**config.mk**
```make
export PLATFORM = sky130hd
export DESIGN_NAME = cmd_ctrl
export DESIGN_NICKNAME = d
export VERILOG_FILES = /design/src/rtl/cmd_ctrl.sv
export SDC_FILE = /design/constraint.sdc
export NUM_CORES = 1
export LEC_CHECK = 0
export CAP_MARGIN = 10
export CORE_MARGIN = 2
export CORE_UTILIZATION = 49
export CTS_BUF_LIST = sky130_fd_sc_hd__clkbuf_2
export DETAILED_ROUTE_END_ITERATION = 16
export MAX_ROUTING_LAYER = met4
export PLACE_DENSITY_LB_ADDON = 0.12
export RECOVER_POWER = 50
export SLEW_MARGIN = 20
export SYNTH_ARGS = -nofsm -noshare
export SYNTH_HDL_FRONTEND = slang
export SYNTH_SLANG_ARGS = --single-unit
export TNS_END_PERCENT = 5
```
**constraint.sdc**
```tcl
create_clock -name clk -period 1.9 [get_ports clk]
set_input_delay 0.285 -clock clk [delete_from_list [all_inputs] [get_ports clk]]
set_output_delay 0.285 -clock clk [all_outputs]
set_load 0.05 [all_outputs]
```
**src/rtl/cmd_ctrl.sv**
```systemverilog
// Host-command controller: assembles framed command packets from the UART RX
// byte stream, dispatches them to the accelerator array and streams results
// (or a single ACK/NAK/status byte) back through the UART TX.
module cmd_ctrl #(
   parameter int PAYLOAD_BYTES = 4,
   parameter int RESULT_WORDS  = 16,
   parameter int TIMEOUT_CYC   = 50000
) (
   input  logic                       clk,
   input  logic                       rst,
   input  logic [7:0]                 rx_data,
   input  logic                       rx_valid,
   input  logic                       tx_busy,
   input  logic                       acc_done,
   input  logic [7:0]                 res_data,
   output logic [7:0]                 acc_addr,
   output logic [2:0]                 acc_op,
   output logic [8*PAYLOAD_BYTES-1:0] acc_payload,
   output logic                       acc_start,
   output logic                       acc_clear,
   output logic [7:0]                 res_sel,
   output logic [7:0]                 tx_data,
   output logic                       tx_send,
   output logic [7:0]                 status
);

   localparam int PW = 8 * PAYLOAD_BYTES;
   localparam int TW = $clog2(TIMEOUT_CYC);

   localparam logic [TW-1:0] TMO_LAST = TW'(TIMEOUT_CYC - 1);
   localparam logic [4:0]    CNT_LAST = 5'(PAYLOAD_BYTES + 2);
   localparam logic [8:0]    WORDS    = 9'(RESULT_WORDS);

   localparam logic [7:0] ACK     = 8'h06;
   localparam logic [7:0] NAK     = 8'h15;
   localparam logic [7:0] SIG_VAL = 8'hAA;

   typedef enum logic [2:0] {
      IDLE, LOAD, EXEC, WAIT_ACC, SEND, TX_HOLD, DONE
   } state_t;

   state_t        state;
   logic [4:0]    byte_cnt;
   logic [TW-1:0] tmo;
   logic [8:0]    words_left;
   logic [3:0]    timeout_cnt;
   logic [1:0]    last_err;
   logic          pkt_ok;
   logic          pkt_err;    // error seen in the packet currently in flight
   logic          res_mode;   // SEND streams res_data instead of the latched byte
   logic          sig;        // status shows the power-up signature until the first packet ends

   // Packet framing, dispatch and response FSM with all outputs registered.
   always_ff @(posedge clk) begin
      if (rst) begin
         // NOTE: a reset mid-packet must also wipe the framing counters, or the next
         // address byte would be taken as payload; every register is cleared here.
         state       <= IDLE;
         byte_cnt    <= '0;
         tmo         <= '0;
         words_left  <= '0;
         timeout_cnt <= '0;
         last_err    <= '0;
         pkt_ok      <= 1'b0;
         pkt_err     <= 1'b0;
         res_mode    <= 1'b0;
         sig         <= 1'b1;
         acc_addr    <= '0;
         acc_op      <= '0;
         acc_payload <= '0;
         acc_start   <= 1'b0;
         acc_clear   <= 1'b0;
         res_sel     <= '0;
         tx_data     <= '0;
         tx_send     <= 1'b0;
         status      <= SIG_VAL;
      end else begin
         // NOTE: pulses default low with non-blocking assignments; a later assignment
         // in the same block wins, so each strobe lasts exactly one cycle.
         acc_start <= 1'b0;
         acc_clear <= 1'b0;
         tx_send   <= 1'b0;
         status    <= sig ? SIG_VAL : {timeout_cnt, last_err, state != IDLE, pkt_ok};

         case (state)
            IDLE: begin
               if (rx_valid) begin
                  acc_addr <= rx_data;
                  byte_cnt <= 5'd1;
                  tmo      <= '0;
                  pkt_err  <= 1'b0;
                  state    <= LOAD;
               end
            end

            LOAD: begin
               if (rx_valid) begin
                  tmo <= '0;
                  if (byte_cnt == 5'd1) begin
                     acc_op <= rx_data[2:0];
                  end else begin
                     acc_payload <= (acc_payload << 8) | PW'(rx_data);
                  end
                  byte_cnt <= byte_cnt + 5'd1;
                  if (byte_cnt + 5'd1 == CNT_LAST) begin
                     state <= EXEC;
                  end
               end else if (tmo == TMO_LAST) begin
                  state    <= IDLE;
                  last_err <= 2'b01;
                  pkt_ok   <= 1'b0;
                  sig      <= 1'b0;
                  if (timeout_cnt != 4'hF) begin
                     timeout_cnt <= timeout_cnt + 4'd1;
                  end
               end else begin
                  tmo <= tmo + 1'b1;
               end
            end

            EXEC: begin
               res_mode   <= 1'b0;
               words_left <= 9'd1;
               state      <= SEND;
               case (acc_op)
                  3'd0, 3'd3: begin
                     acc_clear <= 1'b1;
                     tx_data   <= ACK;
                  end
                  3'd1: begin
                     tx_data <= status;
                  end
                  3'd2: begin
                     acc_start <= 1'b1;
                     state     <= WAIT_ACC;
                  end
                  default: begin
                     last_err <= 2'b10;
                     pkt_err  <= 1'b1;
                     tx_data  <= NAK;
                  end
               endcase
            end

            WAIT_ACC: begin
               if (acc_done) begin
                  res_sel    <= '0;
                  words_left <= WORDS;
                  res_mode   <= 1'b1;
                  state      <= SEND;
               end
            end

            SEND: begin
               if (!tx_busy) begin
                  tx_send <= 1'b1;
                  if (res_mode) begin
                     tx_data <= res_data;
                  end
                  state <= TX_HOLD;
               end
            end

            TX_HOLD: begin
               if (words_left == 9'd1) begin
                  state <= DONE;
               end else begin
                  words_left <= words_left - 9'd1;
                  res_sel    <= res_sel + 8'd1;
                  state      <= SEND;
               end
            end

            DONE: begin
               pkt_ok <= !pkt_err;
               sig    <= 1'b0;
               state  <= IDLE;
            end

            default: state <= IDLE;
         endcase
      end
   end

endmodule

```
# Word-level counts from Yosys, hierarchy flattened
# Cells that the tools add are included.
[totals] reg_bits=113 word_cells=129
[classes] n_addsub=5 n_eq_ne=27 n_mux=42 n_bitwise=5 n_reduce_logical=31
[ops] op="16-bit two-way mux" n=3
[ops] op="8-bit two-way mux" n=4
[ops] op="32-bit by 8-bit bitwise OR with 32-bit output" n=1
[ops] op="16-bit case mux with 2 select lines" n=1
[ops] op="8-bit case mux with 2 select lines" n=2
[ops] op="9-bit case mux with 3 select lines" n=1
[ops] op="8-bit case mux with 3 select lines" n=1
[ops] op="3-bit AND reduction" n=8
[ops] op="3-bit two-way mux" n=7
[ops] op="2-bit != test (second input constant)" n=10
[ops] op="9-bit two-way mux" n=2
[ops] op="3-bit case mux with 6 select lines" n=1
[ops] op="16-bit by 1-bit adder with 16-bit output (second input constant)" n=1
[ops] op="16-bit equality test (second input constant)" n=1
[ops] op="2-bit nonzero test" n=7
[ops] op="3-bit by 2-bit equality test with 1-bit output (second input constant)" n=4
[ops] op="4-bit AND reduction" n=3
[ops] op="5-bit two-way mux" n=2
[ops] op="5-bit case mux with 2 select lines" n=1
[ops] op="3-bit equality test (second input constant)" n=3
[ops] op="9-bit by 1-bit equality test with 1-bit output (second input constant)" n=1
[ops] op="3-bit != test (second input constant)" n=3
[ops] op="9-bit by 1-bit subtractor with 9-bit output (second input constant)" n=1
[ops] op="8-bit by 1-bit adder with 8-bit output (second input constant)" n=1
[ops] op="other kinds (18)" n=41

# Depth between registers and ports, before layout
[logic_depth] word_depth=5 ltp_mapped=7 depth_no_buf=7

# Worst setup path after synthesis
# No wires, ideal clock.
[synth_path] kind="reg-to-reg" from="register acc_op[1]" to="register tx_data[0]" arrival_ns=1.854 setup_slack_ns=-0.086 stages_incl_launch_ff=7 path_buffers=1 period_less_slack_ns=1.986 cell_sequence="dfxtp_1 or3b_2 a32oi_1 nor2_1 buf_2 o211ai_1 a21oi_1"
[synth_via] elab_chain_cells=4
[synth_lines] element="from (decl)" line="17" rtl="output logic [2:0] acc_op,"
[synth_lines] element="from (signal assigned)" line="100" rtl="acc_op <= rx_data[2:0];"
[synth_lines] element="3-bit by 2-bit equality test with 1-bit output or 3-bit logical NOT (tied branches)" line="125" rtl="case (acc_op)"
[synth_lines] element="2-bit OR reduction" line="125"
[synth_lines] element="8-bit case mux with 3 select lines" line="125"
[synth_lines] element="8-bit case mux with 2 select lines" line="85" rtl="case (state)"
[synth_lines] element="to (signal assigned)" line="131" rtl="tx_data <= status;"
[synth_lines] element="to (signal assigned)" line="158" rtl="tx_data <= res_data;"
[synth_lines] element="to (decl)" line="22" rtl="output logic [7:0] tx_data,"
# Parallel ways exist; a longest one is shown, timed or not.
# A chain may end at the register's enable or synchronous reset.

# Worst setup path in the final report
[layout_path] from="register tmo[5]" to="register timeout_cnt[3]"
[layout_via] elab_chain_cells=2
[layout_lines] element="from (decl)" line="44" rtl="logic [TW-1:0] tmo;"
[layout_lines] element="from (signal assigned)" line="117" rtl="tmo <= tmo + 1'b1;"
[layout_lines] element="16-bit equality test" line="108" rtl="end else if (tmo == TMO_LAST) begin"
[layout_lines] element="4-bit AND reduction (no line)"
[layout_lines] element="to (signal assigned)" line="114" rtl="timeout_cnt <= timeout_cnt + 4'd1;"
[layout_lines] element="to (decl)" line="46" rtl="logic [3:0] timeout_cnt;"
# Every way passes these cells.

==> results.json <==
{
  "final-setup-viol-count": 7,
  "max_cap_viol_count": 0,
  "start_to_end_type_of_the_worst_setup_path": "register to register",
  "placementRows": 36,
  "synth.yosys.seq_area_share_pct": 47.0,
  "grt_start_max_net_pins": 42,
  "gpl.final_weighted_congestion": 0.879,
  "tightestPinTransition_ns": 0.546,
  "critical_path.endpoint_type": "register",
  "yosys_reg_bits": 113,
  "synth_enable_flop_cells": 0,
  "post_synthesis_async_set_or_reset_flop_share_pct": 0,
  "final.setup.worst_slack_ns": -0.0617,
  "cts.clk_slew.worst_paths_ns": 0.17,
  "outcome": "finished with violations",
  "drt-total-wl_mm": 12.3,
  "portBuffers": 90,
  "antenna-diode-count": 0,
  "design.final.nets": 750,
  "globalRoute.totalOverflow": 0,
  "vdd_drop_max_mv": 0.553,
  "vias": 4577,
  "tritoncts": "done",
  "cts-htree-levels": 4,
  "relSlewSlack_pct": 63.3,
  "floorplan.die.height_um": 103,
  "min_path_type": "input pin to register",
  "fmax_mhz": 510,
  "synth_ff_type": "dfxtp_1",
  "num_io_pins": 91,
  "top_usage_layer": "met2",
  "p_total_mw": 5.05,
  "worstPathArrival_ns": 2.55,
  "hold_slack_ns": 0.188,
  "final-max-slew-violation-count": 0,
  "syn_avg_cell_area_um2": 8.20,
  "initial_core_util_pct": 49.9,
  "drt-vias-per-instance": 5.28,
  "nFillCells": 890,
  "use_met2_pct": 36.2,
  "fin_crit_ns": 1.96,
  "violations": "setup timing",
  "setup_repair_after_global_routing_missed_its_margin": "true",
  "grt_first_pass_wirelength_mm": 19.6,
  "start_kind": "register",
  "groute.layer.met3.usage_pct": 5.56,
  "clockBufferDepth": 2,
  "hold_viol_final": 0,
  "place_worst_setup_slack_ns": -0.151,
  "design.die.area_um2": 10600,
  "grt_use_total_pct": 24.1,
  "timing.final.crit_share_pct": 103,
  "synth_area_leader_cell": "dfxtp_1",
  "syn_inst": 587,
  "grtUsageMet1_pct": 32.3,
  "mappedNetlistNets": 616,
  "core-area_um2": 9640,
  "dpl.hpwl_mm": 8.61,
  "count_of_yosys_warnings_during_synthesis": 0,
  "crit_fanout": 3,
  "drtIter0Drc": 171,
  "final_antenna_net_count": 0,
  "area_growth_pct": 33.6,
  "cellPowerDensity_nw_per_um2": 785,
  "layout.core_utilization_pct": 66.7,
  "clock_tree.root_cell": "clkbuf_2",
  "numCtsBuffers": 17,
  "synth_area_um2": 4810,
  "synthDominantCellAreaShare_pct": 47.0,
  "drt_pass1_iterations": 5,
  "ys_types": 54,
  "synth.area.top_cells": "dfxtp_1 47%, nand2_1 7.8%, a21oi_1 6.8%",
  "cts.sink_count": 113,
  "required_ns": 2.49,
  "clk_latency_ns": 0.65,
  "grt_pass1_vias": 4133,
  "power_leakage_nw": 2.45,
  "initial_antenna_violation_count": 0,
  "wl_per_cell_um": 14.2,
  "drive_above_1_share_pct": 23.7,
  "drc_violation_count_after_routing": 0,
  "die_width_um": 103,
  "finClkSkew_ns": 0.0252
}
-- cell usage after synthesis, drive strengths merged, types with 6 or more instances --
master and n:
xor2 19, nor3 23, xnor2 7, ha 8
clkbuf 24, inv 11, nand3b 6, or3 8
nor2 55, nand4 12, a21oi 65, nor2b 6
dfxtp 113, o21ai 15, a211oi 7, nand2 101
a22oi 6, nand3 32, nor4 8
-- worst paths after layout --
check,start,endpoint,slack (ns),depth (start not counted)
worst max-delay path,tmo[5],timeout_cnt[3],-0.06,6
worst min register to register,acc_payload[2],acc_payload[10],0.46,2
worst max register to register,tmo[5],timeout_cnt[3],-0.06,6
worst min-delay path,rx_data[3],acc_payload[3],0.19,3
-- sequential cells by signal, indices dropped and copies added, names as in the netlist, 2 cells and up --
register     flops
last_err         2
res_sel          8
status           8
byte_cnt         5
tmo             16
timeout_cnt      4
acc_payload     32
state            3
tx_data          8
acc_addr         8
words_left       9
acc_op           3
-- stage by stage --
step                TNS (ns)  instances  instance area (um2)
floorplan             -0.257        587                 4820
global placement      -0.859        832                 6180
detailed placement     -1.65        832                 6180
CTS                   -0.347        865                 6470
global route           -1.29        867                 6430
finish                -0.185        867                 6430
-- worst max-delay path, stage by stage, from the launching register on --
cell     delay (ns)
dfxtp_2        0.35
or4b_4         0.55
buf_6          0.14
nor3_4         0.27
nand3_2        0.12
or3_4          0.34
a21oi_2        0.13
-- cell usage in the layout, fill, tap and decap left out, types with 5 or more instances in the layout --
cell             Yosys  layout
dfxtp_1            113     109
nand2_1            100     100
a21oi_1             65      64
nor2_1              55      54
clkbuf_2             0      50
buf_4                0      50
nand3_1             31      28
clkdlybuf4s15_2      0      21
nor3_1              22      20
clkdlybuf4s50_1      0      19
xor2_1              19      18
nand4_1             12      12
inv_1               11      10
nor4_1               8       8
ha_1                 8       8
xnor2_1              7       7
o21ai_0             10       7
o21ai_1              5       7
or3_1                8       7
clkdlybuf4s15_1      0       7
nand3b_1             6       6
nor2b_1              6       6
a211oi_1             7       6
and3_1               5       5
nand2b_1             5       5
a22oi_1              6       5
buf_2                3       5
-- metal layers --
layer / part of all wire, % / wire length (um)
met2: 47 / 5740
met4: 0.63 / 78
met5: 0 / 0
met3: 5.5 / 676
met1: 47 / 5820
-- what timing repair did --
action,4_1_cts,5_1_grt
endpoints found under the hold margin,8,0
pin swaps,3,14
setup endpoints to repair,81,81
cloned,0,1
hold buffers,1,0
resized for setup,139,85
buffers inserted,0,1
-- power by group --
group | leakage (nW) | switching (mW) | internal [mW]
Combinational | 1.38 | 0.475 | 0.283
Clock | 0.153 | 0.935 | 0.866
Sequential | 0.915 | 0.0540 | 2.44
Total | 2.45 | 1.46 | 3.58
-- kinds of logic (layout without fill, tap and decap cells) --
logic type	Yosys count	in the layout	share of synthesized area (%)
AND/OR/NAND/NOR	282	283	28.4
AO/OA/AOI/OAI	117	117	14.2
flip-flops	113	113	47.0
buffers and inverters	40	186	3.35
XOR/XNOR	26	26	4.73
adder cells (fa/ha/maj)	8	8	2.08
multiplexers	1	1	0.208
-- area by class of cell --
class	count	area (um2)	share of cell area, %
clock buffer	18	90.1	1.40
tap	133	166	2.59
inverter	11	41.3	0.642
multi-input combinational	435	2500	38.9
sequential	113	2270	35.3
clock inverter	14	189	2.94
timing repair buffer	143	1170	18.3
(Power assumes the default switching activity.)
